File: src/rtl/miner_pkg.sv
// Shared types and widths for the miner job controller.
package miner_pkg;

  localparam int HEADER_W = 608;
  localparam int TARGET_W = 256;
  localparam int NONCE_W  = 32;
  localparam int DATA_W   = 640;

  typedef enum logic [1:0] {
    IDLE  = 2'd0,
    RUN   = 2'd1,
    DRAIN = 2'd2
  } state_t;

endpackage

File: src/rtl/nonce_fifo.sv
// Small synchronous FIFO for found nonces. A push while full is dropped
// unless a pop happens in the same cycle, in which case both are performed.
module nonce_fifo
  import miner_pkg::*;
#(
  parameter int WIDTH = 32,
  parameter int DEPTH = 4
) (
  input  logic             clk,
  input  logic             rst_n,
  input  logic             push,
  input  logic             pop,
  input  logic [WIDTH-1:0] din,
  output logic [WIDTH-1:0] dout,
  output logic             full,
  output logic             empty
);

  localparam int PTR_W = (DEPTH > 1) ? $clog2(DEPTH) : 1;
  localparam int CNT_W = $clog2(DEPTH + 1);

  logic [WIDTH-1:0] mem [DEPTH];
  logic [PTR_W-1:0] wr_ptr, rd_ptr;
  logic [CNT_W-1:0] count;
  logic             do_push, do_pop;

  function automatic logic [PTR_W-1:0] ptr_inc(input logic [PTR_W-1:0] p);
    return (p == PTR_W'(DEPTH - 1)) ? '0 : p + 1'b1;
  endfunction

  assign full    = (count == CNT_W'(DEPTH));
  assign empty   = (count == '0);
  assign do_pop  = pop && !empty;
  assign do_push = push && (!full || do_pop);
  assign dout    = mem[rd_ptr];

  // Storage, pointers and occupancy; storage cleared so the head reads 0 after reset.
  always_ff @(posedge clk or negedge rst_n) begin
    if (!rst_n) begin
      for (int i = 0; i < DEPTH; i++) mem[i] <= '0;
      wr_ptr <= '0;
      rd_ptr <= '0;
      count  <= '0;
    end else begin
      if (do_push) begin
        mem[wr_ptr] <= din;
        wr_ptr      <= ptr_inc(wr_ptr);
      end
      if (do_pop) rd_ptr <= ptr_inc(rd_ptr);
      count <= count + CNT_W'(do_push) - CNT_W'(do_pop);
    end
  end

endmodule

File: src/rtl/miner_scheduler.sv
// Job controller for the odo_keccak datapath: issues nonces, matches in-order
// results back to nonces, queues winners. Optional statistics counters are
// built only when MINER_SCHED_STATS_EN is defined.
//
//   state | meaning
//   IDLE  | waiting for a job; results of an aborted job may still be dropping
//   RUN   | issuing nonces at the datapath rate
//   DRAIN | all nonces issued, waiting for outstanding results
module miner_scheduler
  import miner_pkg::*;
#(
  parameter int THROUGHPUT   = 1,
  parameter int INFLIGHT_MAX = 64,
  parameter int FOUND_DEPTH  = 4
) (
  input  logic                clk,
  input  logic                rst_n,
  input  logic                work_valid,
  output logic                work_ready,
  input  logic [HEADER_W-1:0] work_header,
  input  logic [TARGET_W-1:0] work_target,
  input  logic [NONCE_W-1:0]  work_nonce_start,
  input  logic [NONCE_W-1:0]  work_nonce_end,
  input  logic                abort,
  output logic [DATA_W-1:0]   dp_data,
  output logic                dp_read,
  output logic [TARGET_W-1:0] dp_target,
  input  logic                dp_out,
  input  logic                dp_write,
  output logic                res_valid,
  input  logic                res_ready,
  output logic [NONCE_W-1:0]  res_nonce,
  output logic                busy,
  output logic                done,
  output logic                overflow,
  output logic [47:0]         hash_count,
  output logic [15:0]         found_count
);

  localparam int IF_W  = $clog2(INFLIGHT_MAX + 1);
  localparam int IVL_W = (THROUGHPUT > 1) ? $clog2(THROUGHPUT) : 1;
  localparam logic [IVL_W-1:0] IVL_RELOAD = IVL_W'(THROUGHPUT - 1);

  state_t              state;
  logic [HEADER_W-1:0] header_q;
  logic [NONCE_W-1:0]  end_q, nonce_in, nonce_out, issue_nonce;
  logic [IF_W-1:0]     inflight, drop, inflight_nxt, drop_nxt;
  logic [IVL_W-1:0]    ivl_cnt;
  logic res_write, res_keep, drop_hit, room, accept, abort_act;
  logic issue, issue_last, fifo_push, fifo_full, fifo_empty;

  // Results arriving with nothing outstanding (e.g. after a reset mid-job) are ignored.
  // An in-cycle result frees a slot, so issue may resume the cycle after it.
  always_comb begin
    res_write    = dp_write && (inflight != '0);
    drop_hit     = res_write && (drop != '0);
    res_keep     = res_write && (drop == '0);
    room         = (inflight < IF_W'(INFLIGHT_MAX)) || res_write;
    accept       = (state == IDLE) && work_valid;
    abort_act    = abort && (state != IDLE);
    issue        = (accept && room) ||
                   ((state == RUN) && (ivl_cnt == '0) && room && !abort);
    issue_nonce  = accept ? work_nonce_start : nonce_in;
    issue_last   = (issue_nonce == (accept ? work_nonce_end : end_q));
    inflight_nxt = inflight + IF_W'(issue) - IF_W'(res_write);
    drop_nxt     = abort_act ? inflight_nxt : drop - IF_W'(drop_hit);
    fifo_push    = res_keep && dp_out;
  end

  assign work_ready = (state == IDLE);
  assign busy       = (state != IDLE);
  assign res_valid  = !fifo_empty;

  // Sequencer: issue, in-flight/drop bookkeeping and result-to-nonce matching.
  always_ff @(posedge clk or negedge rst_n) begin
    if (!rst_n) begin
      state     <= IDLE;
      header_q  <= '0;
      end_q     <= '0;
      nonce_in  <= '0;
      nonce_out <= '0;
      inflight  <= '0;
      drop      <= '0;
      ivl_cnt   <= '0;
      dp_read   <= 1'b0;
      dp_data   <= '0;
      dp_target <= '0;
      done      <= 1'b0;
      overflow  <= 1'b0;
    end else begin
      dp_read  <= issue;
      done     <= 1'b0;
      inflight <= inflight_nxt;
      drop     <= drop_nxt;
      if (fifo_push && fifo_full && !res_ready) overflow <= 1'b1;
      if (res_keep) nonce_out <= nonce_out + 32'd1;
      if (issue) begin
        dp_data  <= {issue_nonce, accept ? work_header : header_q};
        nonce_in <= issue_nonce + 32'd1;
        ivl_cnt  <= IVL_RELOAD;
      end else if (ivl_cnt != '0) begin
        ivl_cnt  <= ivl_cnt - 1'b1;
      end
      case (state)
        IDLE: if (accept) begin
          header_q  <= work_header;
          dp_target <= work_target;
          end_q     <= work_nonce_end;
          nonce_out <= work_nonce_start;
          if (!issue) begin
            nonce_in <= work_nonce_start;
            ivl_cnt  <= '0;
          end
          state <= (issue && issue_last) ? DRAIN : RUN;
        end
        RUN: begin
          if (abort) state <= IDLE;
          else if (issue && issue_last) state <= DRAIN;
        end
        DRAIN: begin
          if (abort) state <= IDLE;
          else if ((inflight_nxt == '0) && (drop_nxt == '0)) begin
            done  <= 1'b1;
            state <= IDLE;
          end
        end
        default: state <= IDLE;
      endcase
    end
  end

  nonce_fifo #(.WIDTH(NONCE_W), .DEPTH(FOUND_DEPTH)) u_found (
    .clk   (clk),
    .rst_n (rst_n),
    .push  (fifo_push),
    .pop   (res_ready),
    .din   (nonce_out),
    .dout  (res_nonce),
    .full  (fifo_full),
    .empty (fifo_empty)
  );

`ifdef MINER_SCHED_STATS_EN
  logic [47:0] hash_q;
  logic [15:0] found_q;
  logic        push_ok;

  assign push_ok = fifo_push && (!fifo_full || res_ready);

  // Saturating counters of kept results and successful pushes.
  always_ff @(posedge clk or negedge rst_n) begin
    if (!rst_n) begin
      hash_q  <= '0;
      found_q <= '0;
    end else begin
      if (res_keep && (hash_q != '1)) hash_q <= hash_q + 48'd1;
      if (push_ok && (found_q != '1)) found_q <= found_q + 16'd1;
    end
  end

  assign hash_count  = hash_q;
  assign found_count = found_q;
`else
  assign hash_count  = '0;
  assign found_count = '0;
`endif

endmodule

File: config.mk
export PLATFORM = sky130hd
export DESIGN_NAME = miner_scheduler
export DESIGN_NICKNAME = d
export VERILOG_FILES = /design/src/rtl/miner_pkg.sv /design/src/rtl/nonce_fifo.sv /design/src/rtl/miner_scheduler.sv
export SDC_FILE = /design/constraint.sdc
export NUM_CORES = 2
export LEC_CHECK = 0
export CELL_PAD_IN_SITES_DETAIL_PLACEMENT = 1
export CELL_PAD_IN_SITES_GLOBAL_PLACEMENT = 1
export CORE_AREA = 2 2 754 756
export DETAILED_ROUTE_END_ITERATION = 8
export DIE_AREA = 0 0 756 758
export DONT_BUFFER_PORTS = 1
export PLACE_DENSITY_LB_ADDON = 0.1
export SKIP_CTS_REPAIR_TIMING = 1
export SLEW_MARGIN = 20
export SYNTH_ARGS = -nofsm -noshare
export SYNTH_HDL_FRONTEND = slang
export SYNTH_SLANG_ARGS = --single-unit
File: constraint.sdc
create_clock -name clk -period 3.7 [get_ports clk]
set_input_delay 0.74 -clock clk [delete_from_list [all_inputs] [get_ports clk]]
set_output_delay 0.74 -clock clk [all_outputs]
set_load 0.01 [all_outputs]
### Word-level counts from Yosys, hierarchy flattened

Cells that the tools add are included.

* bits in latches: 0
* bits in read-only memories: 0
* flip-flop bits (word level): 1755
* bits in writable memories: 0
* input bits: 935
* logic and storage cells: 114
* memories: 0
* output and inout bits: 998

* add/sub/neg operators: 10
* divide/modulo/power cells: 0
* reductions and logical operators: 34
* equality and inequality tests: 9
* shift-type cells: 0
* order comparisons: 4
* bitwise gates (word level): 3
* $mul: 0
* muxes and demuxes: 34

Operator list (count)
* $mux W608: 1
* $mux W32: 12
* $bwmux W128: 1
* $add A32 B1 Y32 const B: 2
* $bmux W32 S2: 1
* $demux W32 S2: 1
* $eq A32 B32 Y1: 1
* $logic_not A7 Y1: 3
* $logic_and A1 B1 Y1: 17
* $mux W2: 8
* $reduce_bool A7 Y1: 2
* $sub A7 B1 Y7: 2
* $mux W1: 8
* $add A7 B1 Y7: 1
* $lt A7 B7 Y1 const B: 1
* $mux W7: 1
* $eq A2 B2 Y1 const B: 3
* $ge A3 B3 Y1 const B: 2
* $not A2 Y3: 2
* $pmux W2 S3: 1
* $add A2 B1 Y2 const B: 2
* $logic_not A1 Y1: 4
* $add A3 B1 Y3: 1
* $eq A3 B3 Y1 const B: 1
* 14 further kinds: 16

### Longest topological paths before layout

* word-level depth: 14
* mapped depth: 16
* mapped depth without buffers: 15

### Hierarchy

Synthesis repeated with hierarchy kept, for this count alone.

* cell total of the unflattened synthesis: 7015
* area, all modules: 69082.5 µm²

Modules (own cells, without submodules)
* miner_scheduler: cells each 6667, seq. area each 40513.9 µm², area each 63101.8 µm², times used 1
* nonce_fifo: cells each 348, seq. area each 3378.2 µm², area each 5980.7 µm², times used 1

### Worst setup path before layout

No wires, ideal clock.

* path type: in2reg
* from: input abort
* to: register state[1]
* required time: 3.575 ns
* library setup time: 0.125 ns
* path slack: -0.152 ns
* path buffers: 2
* data arrival time: 3.727 ns
* stages on the path: 16
* cells stage by stage: nand2b_1 a211oi_2 inv_2 clkbuf_1 clkbuf_1 ha_1 inv_1 ha_1 fa_1 a21oi_1 o21bai_1 xor2_1 nor4_1 o21ai_0 o31ai_1 nand2b_1

* word-level cells in the longest chain between the ends: 10
* elaborated cells on any way between the ends: 19
* classes of those cells: add/sub (2); eq/ne (2); mux (6); reduce/logical (9)

Ends and longest elaborated chain
* from (decl): line miner_scheduler.sv:24 `input logic abort,`
* $logic_not A1 Y1 *: line miner_scheduler.sv:62 `((state == RUN) && (ivl_cnt == '0) && room && !abort);`
* $logic_and A1 B1 Y1 *: line miner_scheduler.sv:62
* $logic_or A1 B1 Y1 *: line miner_scheduler.sv:61 `issue = (accept && room) ||`
* $add A7 B1 Y7 *: line miner_scheduler.sv:65 `inflight_nxt = inflight + IF_W'(issue) - IF_W'(res_write);`
* $sub A7 B1 Y7 *: line miner_scheduler.sv:65
* net inflight_nxt[4]: line miner_scheduler.sv:47 `logic [IF_W-1:0] inflight, drop, inflight_nxt, drop_nxt;`
* $mux W7: line miner_scheduler.sv:66 `drop_nxt = abort_act ? inflight_nxt : drop - IF_W'(drop_hit);`
* $logic_not A7 Y1: line miner_scheduler.sv:122 `else if ((inflight_nxt == '0) && (drop_nxt == '0)) begin`
* $logic_and A1 B1 Y1 *: line miner_scheduler.sv:122
* $ne A3 B3 Y1 (no source line) *
* $reduce_and A3 Y1 (no source line) *
* to (signal assigned): line miner_scheduler.sv:114 `state <= (issue && issue_last) ? DRAIN : RUN;`
* to (decl): line miner_scheduler.sv:44 `state_t state;`

The timed path passes the listed nets; every way through them passes the cells marked *. The select of a mux whose other input is x is not followed.
A chain may end at the register's enable or synchronous reset.

### Worst setup path after layout

* from: register inflight[2]
* to: register state[1]

* word-level cells in the longest chain between the ends: 13
* elaborated cells on any way between the ends: 23
* classes of those cells: add/sub (3); order compare (1); eq/ne (2); mux (4); reduce/logical (13)

Ends and longest elaborated chain
* from (decl): line miner_scheduler.sv:47
* from (signal assigned): line miner_scheduler.sv:93 `inflight <= inflight_nxt;`
* parallel branches: the longest is 7 deep, another holds $lt A7 B7 Y1
* $sub A7 B1 Y7 *: line miner_scheduler.sv:65
* net inflight_nxt[6]: line miner_scheduler.sv:47
* $mux W7: line miner_scheduler.sv:66
* $logic_not A7 Y1: line miner_scheduler.sv:122
* $logic_and A1 B1 Y1 *: line miner_scheduler.sv:122
* $ne A3 B3 Y1 (no source line) *
* $reduce_and A3 Y1 (no source line) *

Mark *: on every way through the listed nets, which the timed path passes. The select of a mux whose other input is x is not followed.

==> impl_metrics.toml <==
[yosys]
postSynthAreaPerCell_sq_um = 9.96
async_flop_share = 1.00
netlist_instances = 6951
synth_edf_count = 0
synthDistinctLibCells = 73
yosys_warnings = 0
synth-seq-cells = 1754
ys.flop_type = "dfrtp_1"
seq_area_frac_synth = 0.634
netlist_area_sq_mm = 0.0693

[floorplan]
die_width_um = 756
die-area_sq_mm = 0.573
die_h_um = 758
rows = 276
io_pins = 1933
core_area_sq_mm = 0.564
start_util = 0.123

[setup_path]
cp-start-kind = "flip-flop"
cp-startpoint = "inflight[2]"
crit_required_ps = 4510
r2r_setup_slack_ps = 320
critPathMaxFanout = 4
endpoint_kind = "flip-flop"
worst_r2r_endpoint = "state[1]"
r2r-start = "inflight[2]"
crit_path_end = "state[1]"
path_class = "reg -> reg"
reg2regPathDepth = 17
worstPathArrival_ps = 4190

[finish]
n_fill_cell = 64900
fin_nets = 8739
final_area_sq_mm = 0.0956
areaGrowthSynthToFinish_pct = 38.1
mostFrequentLayoutCell = "nand2_1"
final_layout_size_suffix_gt1_frac = 0.0980
multi_input_area_sq_mm = 0.0231
layout_common_cells = "2780 x nand2_1, 1753 x dfrtp_1, 766 x dlygate4sd3_1"
seq_area_sq_mm = 0.0439
final_util = 0.169

[clock_network]
cts_max_level = 5
cts.clk_slew.worst_paths_ps = 60
insertion_delay_ps = 920
cts.path.max_buffers = 4
cts_tree = "yes"
cts_sinks = 1754
root_buffer = "clkbuf_16"
cts_made_buffers = 262

[power_and_ir_drop]
ir_worst_vdd_uv = 305
power_leakage_nw = 42.8
power_mw = 73.3
p_per_area_mw_per_mm2 = 767

[routing]
wl_um = 443000
drt_first_iter_violations = 2834
wl_per_cell_um = 28.5
drc = 0
ant_nets = 0
vias = 56000
vias_per_cell = 3.59
dr.pass1.iters = 5

[global_routing]
grt_util_all_layers = 0.147
grt_pass1_wl_um = 569000
grt_pass1_vias = 55800
antenna_found_initial = 275
overflow = 0
grt_max_degree = 199

[timing]
rsz0062_at_grt = "false"
setup_tns_ps = 0
timing.final.crit_share = 0.913
relSlewSlack = 0.274
fmax_mhz = 296
hold_viol = 0
worstMarginPinSlew_ps = 1090
period_needed_ps = 3380
fin_skew_ps = 62.2
maxSlewViolCount = 0
setup_violations = 0

[placement]
gp_congestion = 0.908
hpwlAfterDp_um = 342000
port_buffers = 0
place_area_sq_mm = 0.0786

[min_path]
hp-class = "in -> reg"

[status]
status = "completed"

[job]
cap_viol_max_count = 0
## cells in the mapped netlist, types with 8 or more instances
master,instances,area (sq um)
a21boi_0,19,143
a21oi_1,23,115
a31oi_1,620,3880
and3_1,16,100
buf_1,10,37.5
buf_2,170,851
buf_4,68,510
buf_6,13,146
clkbuf_1,199,747
dfrtp_1,1754,43900
ha_1,20,250
inv_1,48,180
mux2_2,10,113
mux2_4,120,1800
mux4_2,32,721
nand2_1,2780,10400
nand2b_1,8,50.1
nand3_1,42,210
nand4_1,24,150
nor2_1,648,2430
nor3_1,11,55.1
o21ai_0,80,400
o22ai_1,10,62.6
xnor2_1,45,394
xor2_1,65,569
## worst min path at each step
| stage | startpoint | to | slack (ps) | depth (start not counted) |
|---|---|---|---|---|
| final | work_header[297] | header_q[297] | 50 | 2 |
| after global routing | work_target[101] | dp_target[101] | 0.02 | 2 |
| after CTS | rst_n | dp_data[470] | -630 | 0 |
| after detailed placement | rst_n | dp_data[528] | 450 | 0 |
| after global placement | rst_n | header_q[528] | 450 | 0 |
| after floorplan | rst_n | done | 440 | 0 |
## state kept, by name (all words and copies together) (netlist names), 2 cells and up
signal	cells
dp_target	256
state	2
drop	7
u_found.mem	128
inflight	7
nonce_out	32
dp_data	640
u_found.rd_ptr	2
u_found.wr_ptr	2
u_found.count	3
nonce_in	32
header_q	608
end_q	32
## final cells by class
cell class | count | share of cell area
inverters | 49 | 0.00192
repair buffers | 965 | 0.106
clock buffers | 384 | 0.0808
clock inverters | 66 | 0.00871
flip-flops and latches | 1754 | 0.459
well taps | 7506 | 0.0982
multi-input cells | 4750 | 0.242
diodes | 108 | 0.00283
## metrics by stage
| stage | setup WS (ps) | instances | hold WS (ps) |
|---|---|---|---|
| 2_1_floorplan | 10.5 | 7014 | 439 |
| 3_3_place_gp | -1700 | 14200 | 450 |
| 3_5_place_dp | -2000 | 14200 | 448 |
| 4_1_cts | -895 | 14700 | -630 |
| 5_1_grt | 12.9 | 15500 | 0.0250 |
| 6_report | 322 | 15600 | 47.2 |
## metal layers
metal,track usage,vias up,wire length (um)
li1,-,24500,-
met1,0.156,28600,166000
met2,0.252,2014,216000
met3,0.0792,766,46200
met4,0.0453,102,13700
met5,0,-,661
## critical path: stages (launching register included)
cell and delay [ps]:
dfrtp_1 380, inv_1 80, ha_1 150, nor4b_1 250
a21boi_1 140, ha_1 290, inv_1 40, ha_1 220
fa_2 380, a21oi_1 150, o21bai_1 110, buf_4 140
a21oi_1 190, o21bai_1 100, xnor2_1 180, o31ai_1 270
buf_4 150, nand2b_1 50
## report_power, final
part           internal [mW]  total, mW  switching (mW)
Clock                   15.2       25.6            10.4
Sequential              24.9       35.4            10.5
Combinational           4.71       12.3            7.61
## cells by family after synthesis
kind of cell | Yosys count | synth area share
AO/OA/AOI/OAI | 811 | 0.0740
buffers and inverters | 510 | 0.0358
XOR/XNOR | 110 | 0.0139
multiplexers | 168 | 0.0389
adder cells (fa/ha/maj) | 22 | 0.00419
AND/OR/NAND/NOR | 3575 | 0.199
flip-flops | 1754 | 0.634
other | 1 | 0.0000541
(Power assumes the default switching activity.)
